`src/rtl/vga_board_renderer_if.sv`:
```
// Signal bundle between the board renderer and its surroundings: cursor inputs,
// board-memory read port and the VGA video outputs.
interface vga_board_renderer_if #(
    parameter int unsigned COLOR_W = 4
) ();
    logic               cursor_grid;
    logic [3:0]         cursor_row;
    logic [3:0]         cursor_col;
    logic [8:0]         cell_addr;
    logic [1:0]         cell_data;
    logic               hsync;
    logic               vsync;
    logic [COLOR_W-1:0] red;
    logic [COLOR_W-1:0] green;
    logic [COLOR_W-1:0] blue;
    logic               frame_start;

    modport master (
        input  cursor_grid, cursor_row, cursor_col, cell_data,
        output cell_addr, hsync, vsync, red, green, blue, frame_start
    );

    modport slave (
        output cursor_grid, cursor_row, cursor_col, cell_data,
        input  cell_addr, hsync, vsync, red, green, blue, frame_start
    );
endinterface

```
`src/rtl/vga_board_renderer.sv`:
```
// VGA timing plus two-board renderer: counters -> cell decode / memory read -> colour,
// with syncs delayed to line up with the colour and a per-frame latched, blinking cursor.
module vga_board_renderer #(
    parameter int unsigned H_DISPLAY    = 640,
    parameter int unsigned H_FRONT      = 16,
    parameter int unsigned H_SYNC       = 96,
    parameter int unsigned H_BACK       = 48,
    parameter int unsigned V_DISPLAY    = 480,
    parameter int unsigned V_FRONT      = 10,
    parameter int unsigned V_SYNC       = 2,
    parameter int unsigned V_BACK       = 33,
    parameter int unsigned GRID_N       = 10,
    parameter int unsigned CELL_SIZE    = 30,
    parameter int unsigned GRID0_X      = 20,
    parameter int unsigned GRID1_X      = 330,
    parameter int unsigned GRID_Y       = 50,
    parameter int unsigned BLINK_FRAMES = 30,
    parameter int unsigned COLOR_W      = 4
) (
    input logic                  clk,
    input logic                  rst_n,
    vga_board_renderer_if.master bus
);
    localparam int unsigned HTotal = H_DISPLAY + H_FRONT + H_SYNC + H_BACK;
    localparam int unsigned VTotal = V_DISPLAY + V_FRONT + V_SYNC + V_BACK;
    localparam int unsigned HW     = $clog2(HTotal + 1);
    localparam int unsigned VW     = $clog2(VTotal + 1);
    localparam int unsigned OW     = (CELL_SIZE > 1) ? $clog2(CELL_SIZE) : 1;
    localparam int unsigned BW     = (BLINK_FRAMES > 1) ? $clog2(BLINK_FRAMES) : 1;
    localparam int unsigned BoardW = GRID_N * CELL_SIZE;

    localparam logic [HW-1:0] HLast     = HW'(HTotal - 1);
    localparam logic [HW-1:0] HDisp     = HW'(H_DISPLAY);
    localparam logic [HW-1:0] HsLo      = HW'(H_DISPLAY + H_FRONT);
    localparam logic [HW-1:0] HsHi      = HW'(H_DISPLAY + H_FRONT + H_SYNC);
    localparam logic [HW-1:0] X0Lo      = HW'(GRID0_X);
    localparam logic [HW-1:0] X0Hi      = HW'(GRID0_X + BoardW);
    localparam logic [HW-1:0] X1Lo      = HW'(GRID1_X);
    localparam logic [HW-1:0] X1Hi      = HW'(GRID1_X + BoardW);
    localparam logic [VW-1:0] VLast     = VW'(VTotal - 1);
    localparam logic [VW-1:0] VDisp     = VW'(V_DISPLAY);
    localparam logic [VW-1:0] VsLo      = VW'(V_DISPLAY + V_FRONT);
    localparam logic [VW-1:0] VsHi      = VW'(V_DISPLAY + V_FRONT + V_SYNC);
    localparam logic [VW-1:0] YLo       = VW'(GRID_Y);
    localparam logic [VW-1:0] YHi       = VW'(GRID_Y + BoardW);
    localparam logic [OW-1:0] OffLast   = OW'(CELL_SIZE - 1);
    localparam logic [BW-1:0] BlinkLast = BW'(BLINK_FRAMES - 1);
    localparam logic [3:0]    GridN     = 4'(GRID_N);

    function automatic logic [COLOR_W-1:0] chan(input logic [3:0] v4);
        return COLOR_W'(v4) << (COLOR_W - 4);
    endfunction

    // Stage 0 state
    logic [HW-1:0] h_q, h_d;
    logic [VW-1:0] v_q, v_d;
    logic [3:0]    x0_col_q, x0_col_d, x1_col_q, x1_col_d, y_row_q, y_row_d;
    logic [OW-1:0] x0_off_q, x0_off_d, x1_off_q, x1_off_d, y_off_q, y_off_d;
    logic [BW-1:0] blink_cnt_q, blink_cnt_d;
    logic          blink_on_q, blink_on_d;
    logic          cur_grid_q, cur_grid_d, cur_valid_q, cur_valid_d;
    logic [3:0]    cur_row_q, cur_row_d, cur_col_q, cur_col_d;
    logic [8:0]    last_addr_q, last_addr_d;
    logic          h_wrap, frame_wrap, at_origin;

    // Stage 1 state
    logic s1_active_q, s1_active_d, s1_board_q, s1_board_d, s1_grid_q, s1_grid_d;
    logic s1_line_q, s1_line_d, s1_cursor_q, s1_cursor_d;
    logic s1_hsync_q, s1_hsync_d, s1_vsync_q, s1_vsync_d, s1_fs_q, s1_fs_d;

    // Stage 2 state
    logic [COLOR_W-1:0] red_q, red_d, green_q, green_d, blue_q, blue_d;
    logic               hsync_q, vsync_q, fs_q;

    always_comb begin
        h_wrap     = (h_q == HLast);
        frame_wrap = h_wrap && (v_q == VLast);
        at_origin  = (h_q == '0) && (v_q == '0);
        h_d        = h_wrap ? '0 : h_q + HW'(1);
        v_d        = v_q;
        if (h_wrap) begin
            v_d = frame_wrap ? '0 : v_q + VW'(1);
        end

        // Cell sub-counters track the pixel that h_d/v_d will point at.
        x0_col_d = x0_col_q;
        x0_off_d = x0_off_q;
        if (h_d == X0Lo) begin
            x0_col_d = '0;
            x0_off_d = '0;
        end else if (x0_off_q == OffLast) begin
            x0_off_d = '0;
            x0_col_d = x0_col_q + 4'd1;
        end else begin
            x0_off_d = x0_off_q + OW'(1);
        end

        x1_col_d = x1_col_q;
        x1_off_d = x1_off_q;
        if (h_d == X1Lo) begin
            x1_col_d = '0;
            x1_off_d = '0;
        end else if (x1_off_q == OffLast) begin
            x1_off_d = '0;
            x1_col_d = x1_col_q + 4'd1;
        end else begin
            x1_off_d = x1_off_q + OW'(1);
        end

        y_row_d = y_row_q;
        y_off_d = y_off_q;
        if (h_wrap) begin
            if (v_d == YLo) begin
                y_row_d = '0;
                y_off_d = '0;
            end else if (y_off_q == OffLast) begin
                y_off_d = '0;
                y_row_d = y_row_q + 4'd1;
            end else begin
                y_off_d = y_off_q + OW'(1);
            end
        end

        blink_cnt_d = blink_cnt_q;
        blink_on_d  = blink_on_q;
        if (frame_wrap) begin
            if (blink_cnt_q == BlinkLast) begin
                blink_cnt_d = '0;
                blink_on_d  = ~blink_on_q;
            end else begin
                blink_cnt_d = blink_cnt_q + BW'(1);
            end
        end

        cur_grid_d  = cur_grid_q;
        cur_row_d   = cur_row_q;
        cur_col_d   = cur_col_q;
        cur_valid_d = cur_valid_q;
        if (at_origin) begin
            cur_grid_d  = bus.cursor_grid;
            cur_row_d   = bus.cursor_row;
            cur_col_d   = bus.cursor_col;
            cur_valid_d = (bus.cursor_row < GridN) && (bus.cursor_col < GridN);
        end
    end

    logic       x0_in, x1_in, y_in, in0, in1, board;
    logic [3:0] col;
    logic [OW-1:0] x_off;
    logic [8:0] addr;

    always_comb begin
        x0_in = (h_q >= X0Lo) && (h_q <= X0Hi);
        x1_in = (h_q >= X1Lo) && (h_q <= X1Hi);
        y_in  = (v_q >= YLo) && (v_q <= YHi);
        in1   = x1_in && y_in;
        in0   = x0_in && y_in && !in1;
        board = in0 || in1;
        col   = in1 ? x1_col_q : x0_col_q;
        x_off = in1 ? x1_off_q : x0_off_q;
        addr  = board ? {in1, y_row_q, col} : last_addr_q;
        last_addr_d = addr;

        s1_active_d = (h_q < HDisp) && (v_q < VDisp);
        s1_board_d  = board;
        s1_grid_d   = in1;
        s1_line_d   = (x_off == '0) || (y_off_q == '0);
        // The origin cycle sees the freshly sampled cursor, matching the latch.
        s1_cursor_d = board && !s1_line_d && blink_on_q && (at_origin ?
                      ((bus.cursor_row < GridN) && (bus.cursor_col < GridN) &&
                       (bus.cursor_grid == in1) && (bus.cursor_row == y_row_q) &&
                       (bus.cursor_col == col)) :
                      (cur_valid_q && (cur_grid_q == in1) && (cur_row_q == y_row_q) &&
                       (cur_col_q == col)));
        s1_hsync_d  = !((h_q >= HsLo) && (h_q < HsHi));
        s1_vsync_d  = !((v_q >= VsLo) && (v_q < VsHi));
        s1_fs_d     = at_origin;
    end

    logic [3:0] r4, g4, b4;

    always_comb begin
        r4 = 4'd0;
        g4 = 4'd0;
        b4 = 4'd0;
        if (s1_active_q) begin
            if (s1_board_q && s1_line_q) begin
                {r4, g4, b4} = {4'd15, 4'd15, 4'd15};
            end else if (s1_cursor_q) begin
                {r4, g4, b4} = {4'd15, 4'd15, 4'd0};
            end else if (s1_board_q) begin
                unique case (bus.cell_data)
                    2'b10:   {r4, g4, b4} = {4'd15, 4'd0, 4'd0};
                    2'b11:   {r4, g4, b4} = {4'd4, 4'd4, 4'd15};
                    2'b01:   {r4, g4, b4} = s1_grid_q ? {4'd6, 4'd0, 4'd0} : {4'd8, 4'd8, 4'd8};
                    default: {r4, g4, b4} = s1_grid_q ? {4'd6, 4'd0, 4'd0} : {4'd0, 4'd6, 4'd0};
                endcase
            end else begin
                {r4, g4, b4} = {4'd0, 4'd0, 4'd8};
            end
        end
        red_d   = chan(r4);
        green_d = chan(g4);
        blue_d  = chan(b4);
    end

    always_ff @(posedge clk or negedge rst_n) begin
        if (!rst_n) begin
            h_q         <= '0;
            v_q         <= '0;
            x0_col_q    <= '0;
            x0_off_q    <= '0;
            x1_col_q    <= '0;
            x1_off_q    <= '0;
            y_row_q     <= '0;
            y_off_q     <= '0;
            blink_cnt_q <= '0;
            blink_on_q  <= 1'b1;
            cur_grid_q  <= 1'b0;
            cur_row_q   <= '0;
            cur_col_q   <= '0;
            cur_valid_q <= 1'b0;
            last_addr_q <= '0;
        end else begin
            h_q         <= h_d;
            v_q         <= v_d;
            x0_col_q    <= x0_col_d;
            x0_off_q    <= x0_off_d;
            x1_col_q    <= x1_col_d;
            x1_off_q    <= x1_off_d;
            y_row_q     <= y_row_d;
            y_off_q     <= y_off_d;
            blink_cnt_q <= blink_cnt_d;
            blink_on_q  <= blink_on_d;
            cur_grid_q  <= cur_grid_d;
            cur_row_q   <= cur_row_d;
            cur_col_q   <= cur_col_d;
            cur_valid_q <= cur_valid_d;
            last_addr_q <= last_addr_d;
        end
    end

    always_ff @(posedge clk or negedge rst_n) begin
        if (!rst_n) begin
            s1_active_q <= 1'b0;
            s1_board_q  <= 1'b0;
            s1_grid_q   <= 1'b0;
            s1_line_q   <= 1'b0;
            s1_cursor_q <= 1'b0;
            s1_hsync_q  <= 1'b1;
            s1_vsync_q  <= 1'b1;
            s1_fs_q     <= 1'b0;
            red_q       <= '0;
            green_q     <= '0;
            blue_q      <= '0;
            hsync_q     <= 1'b1;
            vsync_q     <= 1'b1;
            fs_q        <= 1'b0;
        end else begin
            s1_active_q <= s1_active_d;
            s1_board_q  <= s1_board_d;
            s1_grid_q   <= s1_grid_d;
            s1_line_q   <= s1_line_d;
            s1_cursor_q <= s1_cursor_d;
            s1_hsync_q  <= s1_hsync_d;
            s1_vsync_q  <= s1_vsync_d;
            s1_fs_q     <= s1_fs_d;
            red_q       <= red_d;
            green_q     <= green_d;
            blue_q      <= blue_d;
            hsync_q     <= s1_hsync_q;
            vsync_q     <= s1_vsync_q;
            fs_q        <= s1_fs_q;
        end
    end

    assign bus.cell_addr   = addr;
    assign bus.red         = red_q;
    assign bus.green       = green_q;
    assign bus.blue        = blue_q;
    assign bus.hsync       = hsync_q;
    assign bus.vsync       = vsync_q;
    assign bus.frame_start = fs_q;
endmodule

```
`src/flat_wrapper.sv`:
```
// flat-port wrapper written by rule: the top's interface ports become plain ports
module vga_board_renderer_flat 
#(
    parameter int unsigned H_DISPLAY    = 640,
    parameter int unsigned H_FRONT      = 16,
    parameter int unsigned H_SYNC       = 96,
    parameter int unsigned H_BACK       = 48,
    parameter int unsigned V_DISPLAY    = 480,
    parameter int unsigned V_FRONT      = 10,
    parameter int unsigned V_SYNC       = 2,
    parameter int unsigned V_BACK       = 33,
    parameter int unsigned GRID_N       = 10,
    parameter int unsigned CELL_SIZE    = 30,
    parameter int unsigned GRID0_X      = 20,
    parameter int unsigned GRID1_X      = 330,
    parameter int unsigned GRID_Y       = 50,
    parameter int unsigned BLINK_FRAMES = 30,
    parameter int unsigned COLOR_W      = 4
)
  (clk, rst_n, bus_cursor_grid, bus_cursor_row, bus_cursor_col, bus_cell_data, bus_cell_addr, bus_hsync, bus_vsync, bus_red, bus_green, bus_blue, bus_frame_start);
  vga_board_renderer_if #(.COLOR_W(COLOR_W)) bus_i ();
  input logic clk;
  input logic rst_n;
  input wire logic [$bits(bus_i.cursor_grid)-1:0] bus_cursor_grid;
  input wire logic [$bits(bus_i.cursor_row)-1:0] bus_cursor_row;
  input wire logic [$bits(bus_i.cursor_col)-1:0] bus_cursor_col;
  input wire logic [$bits(bus_i.cell_data)-1:0] bus_cell_data;
  output wire logic [$bits(bus_i.cell_addr)-1:0] bus_cell_addr;
  output wire logic [$bits(bus_i.hsync)-1:0] bus_hsync;
  output wire logic [$bits(bus_i.vsync)-1:0] bus_vsync;
  output wire logic [$bits(bus_i.red)-1:0] bus_red;
  output wire logic [$bits(bus_i.green)-1:0] bus_green;
  output wire logic [$bits(bus_i.blue)-1:0] bus_blue;
  output wire logic [$bits(bus_i.frame_start)-1:0] bus_frame_start;
  assign bus_i.cursor_grid = bus_cursor_grid;
  assign bus_i.cursor_row = bus_cursor_row;
  assign bus_i.cursor_col = bus_cursor_col;
  assign bus_i.cell_data = bus_cell_data;
  assign bus_cell_addr = bus_i.cell_addr;
  assign bus_hsync = bus_i.hsync;
  assign bus_vsync = bus_i.vsync;
  assign bus_red = bus_i.red;
  assign bus_green = bus_i.green;
  assign bus_blue = bus_i.blue;
  assign bus_frame_start = bus_i.frame_start;
  vga_board_renderer #(.H_DISPLAY(H_DISPLAY), .H_FRONT(H_FRONT), .H_SYNC(H_SYNC), .H_BACK(H_BACK), .V_DISPLAY(V_DISPLAY), .V_FRONT(V_FRONT), .V_SYNC(V_SYNC), .V_BACK(V_BACK), .GRID_N(GRID_N), .CELL_SIZE(CELL_SIZE), .GRID0_X(GRID0_X), .GRID1_X(GRID1_X), .GRID_Y(GRID_Y), .BLINK_FRAMES(BLINK_FRAMES), .COLOR_W(COLOR_W)) u_core (.clk(clk), .rst_n(rst_n), .bus(bus_i));
endmodule
```
`config.mk`:
```
export PLATFORM = sky130hd
export DESIGN_NAME = vga_board_renderer_flat
export DESIGN_NICKNAME = d
export VERILOG_FILES = /design/src/rtl/vga_board_renderer_if.sv /design/src/rtl/vga_board_renderer.sv /design/src/flat_wrapper.sv
export SDC_FILE = /design/constraint.sdc
export NUM_CORES = 1
export LEC_CHECK = 0
export ABC_AREA = 0
export CAP_MARGIN = 20
export CORE_UTILIZATION = 37
export CTS_BUF_LIST = sky130_fd_sc_hd__clkbuf_4 sky130_fd_sc_hd__clkbuf_8 sky130_fd_sc_hd__clkbuf_16
export DETAILED_ROUTE_END_ITERATION = 7
export GPL_TIMING_DRIVEN = 0
export PLACE_DENSITY = 0.63
export SKIP_LAST_GASP = 1
export SLEW_MARGIN = 40
export SYNTH_ARGS = -nofsm -noshare
export SYNTH_HDL_FRONTEND = slang
export SYNTH_SLANG_ARGS = --single-unit
```
`constraint.sdc`:
```
create_clock -name clk -period 4.1 [get_ports clk]
set_input_delay 0.82 -clock clk [delete_from_list [all_inputs] [get_ports clk]]
set_output_delay 0.82 -clock clk [all_outputs]
set_load 0.05 [all_outputs]
```
==> impl_metrics.py <==
metrics = {
    "power": {
        "switching_share_pct": 21.3,
        "p_seq_share_pct": 50.7,
        "clkPwrFrac_pct": 46.7,
        "p_sw_uw": 390,
        "ir_worst_vdd_v": 0.000192,
        "power_leakage_uw": 0.00272,
        "total_power_uw": 1830,
        "pwr_density_cell_nw_per_um2": 317,
        "internal_power_uw": 1440,
        "comb_power_share_pct": 2.6,
    },
    "floorplan": {
        "dieArea_um2": 13500,
        "fp.coreArea_um2": 12700,
        "io_pins": 37,
        "rows": 41,
        "die_x_um": 116,
        "fp.dieH_um": 116,
        "start_util_pct": 38.1,
    },
    "timing": {
        "rsz0062_at_grt": "false",
        "fin_tns_setup_ns": 0,
        "skew_ns": 0.00576,
        "relSlewSlack_pct": 56.4,
        "tightest_slew_ns": 0.654,
        "final-hold-violation-count": 0,
        "fin_hold_ws_ns": 0.353,
        "fmax_mhz": 255,
        "finalCritPeriodShare_pct": 95.6,
        "slew_violations": 0,
        "final-setup-viol-count": 0,
        "fin_ws_ns": 0.178,
        "min_period_ns": 3.92,
    },
    "yosys": {
        "synth_seq_area_share_pct": 48.3,
        "avgSynthCellArea_um2": 10.2,
        "synth_edf_count": 0,
        "synth_common_cells": "88 x dfrtp_1, 41 x nand2_1, 40 x nor2_1",
        "synth_ff_type": "dfrtp_1",
        "ys_seq_elements": 93,
        "yosysMostFrequentCell": "dfrtp_1",
        "syn-instance-count": 474,
        "yosys-top-cells-area": "dfrtp_1 46%, ha_1 4.7%, nand2_1 3.2%, nor2_1 3.1%, o21ai_0 3.1%",
        "ys_warn_count": 0,
        "yosysTopAreaCellShare_pct": 45.6,
        "synth_top_cell_by_area": "dfrtp_1",
        "async_reset_ff_share_pct": 100,
        "synth_nets": 505,
        "syn_area_um2": 4830,
        "yosysUniqueCellTypes": 67,
    },
    "grt": {
        "grt_max_degree": 56,
        "antenna_found_initial": 0,
        "grt_overflow": 0,
        "grt.total_usage_pct": 16.3,
        "grt_pass1_wl_um": 17100,
        "grt_pass1_vias": 3613,
    },
    "finish": {
        "multi_input_area_um2": 2310,
        "layout.nets": 553,
        "post-route-util_pct": 45.4,
        "area_growth_pct": 19.1,
        "fillers": 1207,
        "final_layout_size_suffix_gt1_share_pct": 13.1,
        "ff_latch_area_um2": 2330,
        "diodes": 0,
    },
    "clock_network": {
        "cts-root-buf": "clkbuf_16",
        "clkLatencyLatePin_ns": 0.34,
        "cts_buffers": 9,
        "ctsHoldBuffers": 0,
        "cts_tree": "done",
        "clk_pin_slew_ns": 0.07,
        "ctsLongestPathBuffers": 2,
        "cts_sinks": 93,
        "cts_max_level": 3,
        "postCtsSetupBuffers": 0,
    },
    "placement": {
        "hpwl_um": 7370,
        "io_buffers": 36,
        "post-place-ws_ns": -0.185,
        "finalWeightedCongestion": 0.864,
    },
    "hold_path": {
        "hp-class": "reg -> reg",
    },
    "setup_path": {
        "critPathRequiredTime_ns": 3.28,
        "start_kind": "register",
        "critPathMaxFanout": 9,
        "worstSetupEndpointType": "primary output",
        "criticalPathCategory": "reg -> out",
        "arrival_ns": 3.10,
    },
    "detailed_routing": {
        "firstDrtPassIters": 4,
        "route.detailed.drc": 0,
        "drtIter0Drc": 210,
        "wirelength_um": 10200,
        "vias": 3662,
        "ant_nets": 0,
        "vias_per_cell": 5.24,
        "avgRoutedWirePerCell_um": 14.6,
    },
    "status": {
        "outcome": "complete, no violations",
    },
    "flow_run": {
        "maxCapViolCount": 0,
    },
}
==> metrics by stage <==
step,instance area [um2],std cells
2_1_floorplan,4830,474
3_3_place_gp,5410,682
3_5_place_dp,5440,683
4_1_cts,5740,699
5_1_grt,5750,699
6_report,5750,699
==> cell type report <==
| cell class | count | share of cell area (%) |
|---|---|---|
| multi-input cells | 336 | 40.2 |
| flip-flops and latches | 93 | 40.6 |
| clock inverters | 6 | 1.20 |
| plain buffers | 25 | 2.28 |
| well taps | 172 | 3.74 |
| clock buffers | 10 | 4.15 |
| inverters | 20 | 1.30 |
| repair buffers | 37 | 6.57 |
==> logic make-up after synthesis <==
| family | after synthesis | share of synthesized area [%] |
|---|---|---|
| AO/OA/AOI/OAI | 77 | 10.7 |
| XOR/XNOR | 31 | 5.62 |
| AND/OR/NAND/NOR | 188 | 21.5 |
| adder cells (fa/ha/maj) | 18 | 4.66 |
| flip-flops | 93 | 48.3 |
| buffers and inverters | 45 | 4.22 |
| multiplexers | 22 | 4.95 |
==> flip-flops by register name (all words and copies together) (netlist names), 2 cells and up <==
| name | cells |
|---|---|
| u_core.y_row_q | 4 |
| u_core.bus.green | 4 |
| u_core.cur_col_q | 4 |
| u_core.cur_row_q | 4 |
| u_core.y_off_q | 5 |
| u_core.h_q | 10 |
| u_core.bus.blue | 2 |
| u_core.x1_off_q | 5 |
| u_core.x0_col_q | 4 |
| u_core.x1_col_q | 4 |
| u_core.last_addr_q | 9 |
| u_core.v_q | 10 |
| u_core.blink_cnt_q | 5 |
| u_core.bus.red | 4 |
| u_core.x0_off_q | 5 |
==> cell usage in the layout (no fill, tap or decap), types with 3 or more instances in the layout <==
master	instances
a21o_1	6
a21oi_1	9
and2_1	3
and3_1	3
and4_1	6
and4b_1	3
buf_2	7
buf_4	7
clkbuf_1	9
clkbuf_16	9
clkbuf_2	6
clkdlybuf4s50_1	26
dfrtp_1	88
dfstp_2	5
dlymetal6s2s_1	4
ha_1	18
inv_1	20
mux2_1	7
mux2_2	8
mux2i_1	7
nand2_1	41
nand2b_1	3
nand3_1	24
nand4_1	11
nor2_1	40
nor3_1	11
nor4_1	6
nor4_2	3
o211ai_1	3
o21ai_0	30
o31ai_1	4
or3_1	6
or4_1	6
xnor2_1	15
xor2_1	16
==> layer usage <==
layer,global-route usage [%],vias to the layer above,share of wire (%)
met3,3.48,14,3.3
met2,26.9,61,47
met5,0,-,0
met4,4.36,0,1.4
met1,21.5,1800,49
li1,-,1787,-
==> final timing paths <==
| kind | start | endpoint | slack, ns | cells past startpoint |
|---|---|---|---|---|
| max in group asynchronous | rst_n | u_core.bus.vsync$_DFF_PN1_ | 3.07 | 2 |
| hold / removal | u_core.s1_fs_q$_DFF_PN0_ | u_core.bus.frame_start$_DFF_PN0_ | 0.35 | 0 |
| setup reg to reg | u_core.h_q[0]$_DFF_PN0_ | u_core.y_row_q[1]$_DFFE_PN0P_ | 1.07 | 8 |
| hold reg to reg | u_core.s1_fs_q$_DFF_PN0_ | u_core.bus.frame_start$_DFF_PN0_ | 0.35 | 0 |
| min in group asynchronous | rst_n | u_core.x1_off_q[1]$_DFF_PN0_ | 0.39 | 1 |
| setup / recovery | u_core.v_q[9]$_DFF_PN0_ | bus_cell_addr[1] | 0.18 | 8 |
==> worst max-delay path: stages (launching register included) <==
cell,delay [ns]
dfrtp_1,0.37
clkbuf_1,0.21
nand4bb_1,0.26
or4_1,0.43
a32oi_2,0.31
nand2_2,0.21
mux2_1,0.42
mux2_2,0.29
clkbuf_2,0.24
==> power by group through the flow <==
stage          Sequential, uW  Clock, uW  Combinational (uW)
6_report                  926        852                47.1
5_1_grt                   926        916                53.8
4_1_cts                   926        872                49.0
3_5_place_dp              944          0                48.7
3_3_place_gp              944          0                44.5
2_1_floorplan             943          0                11.2
==> timing repair <==
| action | in CTS | in global routing |
|---|---|---|
| endpoints found under the setup margin | 9 | 9 |
| pin swaps | 0 | 0 |
| resized for setup | 7 | 19 |
Note: power is estimated with default switching activity, not from simulation.
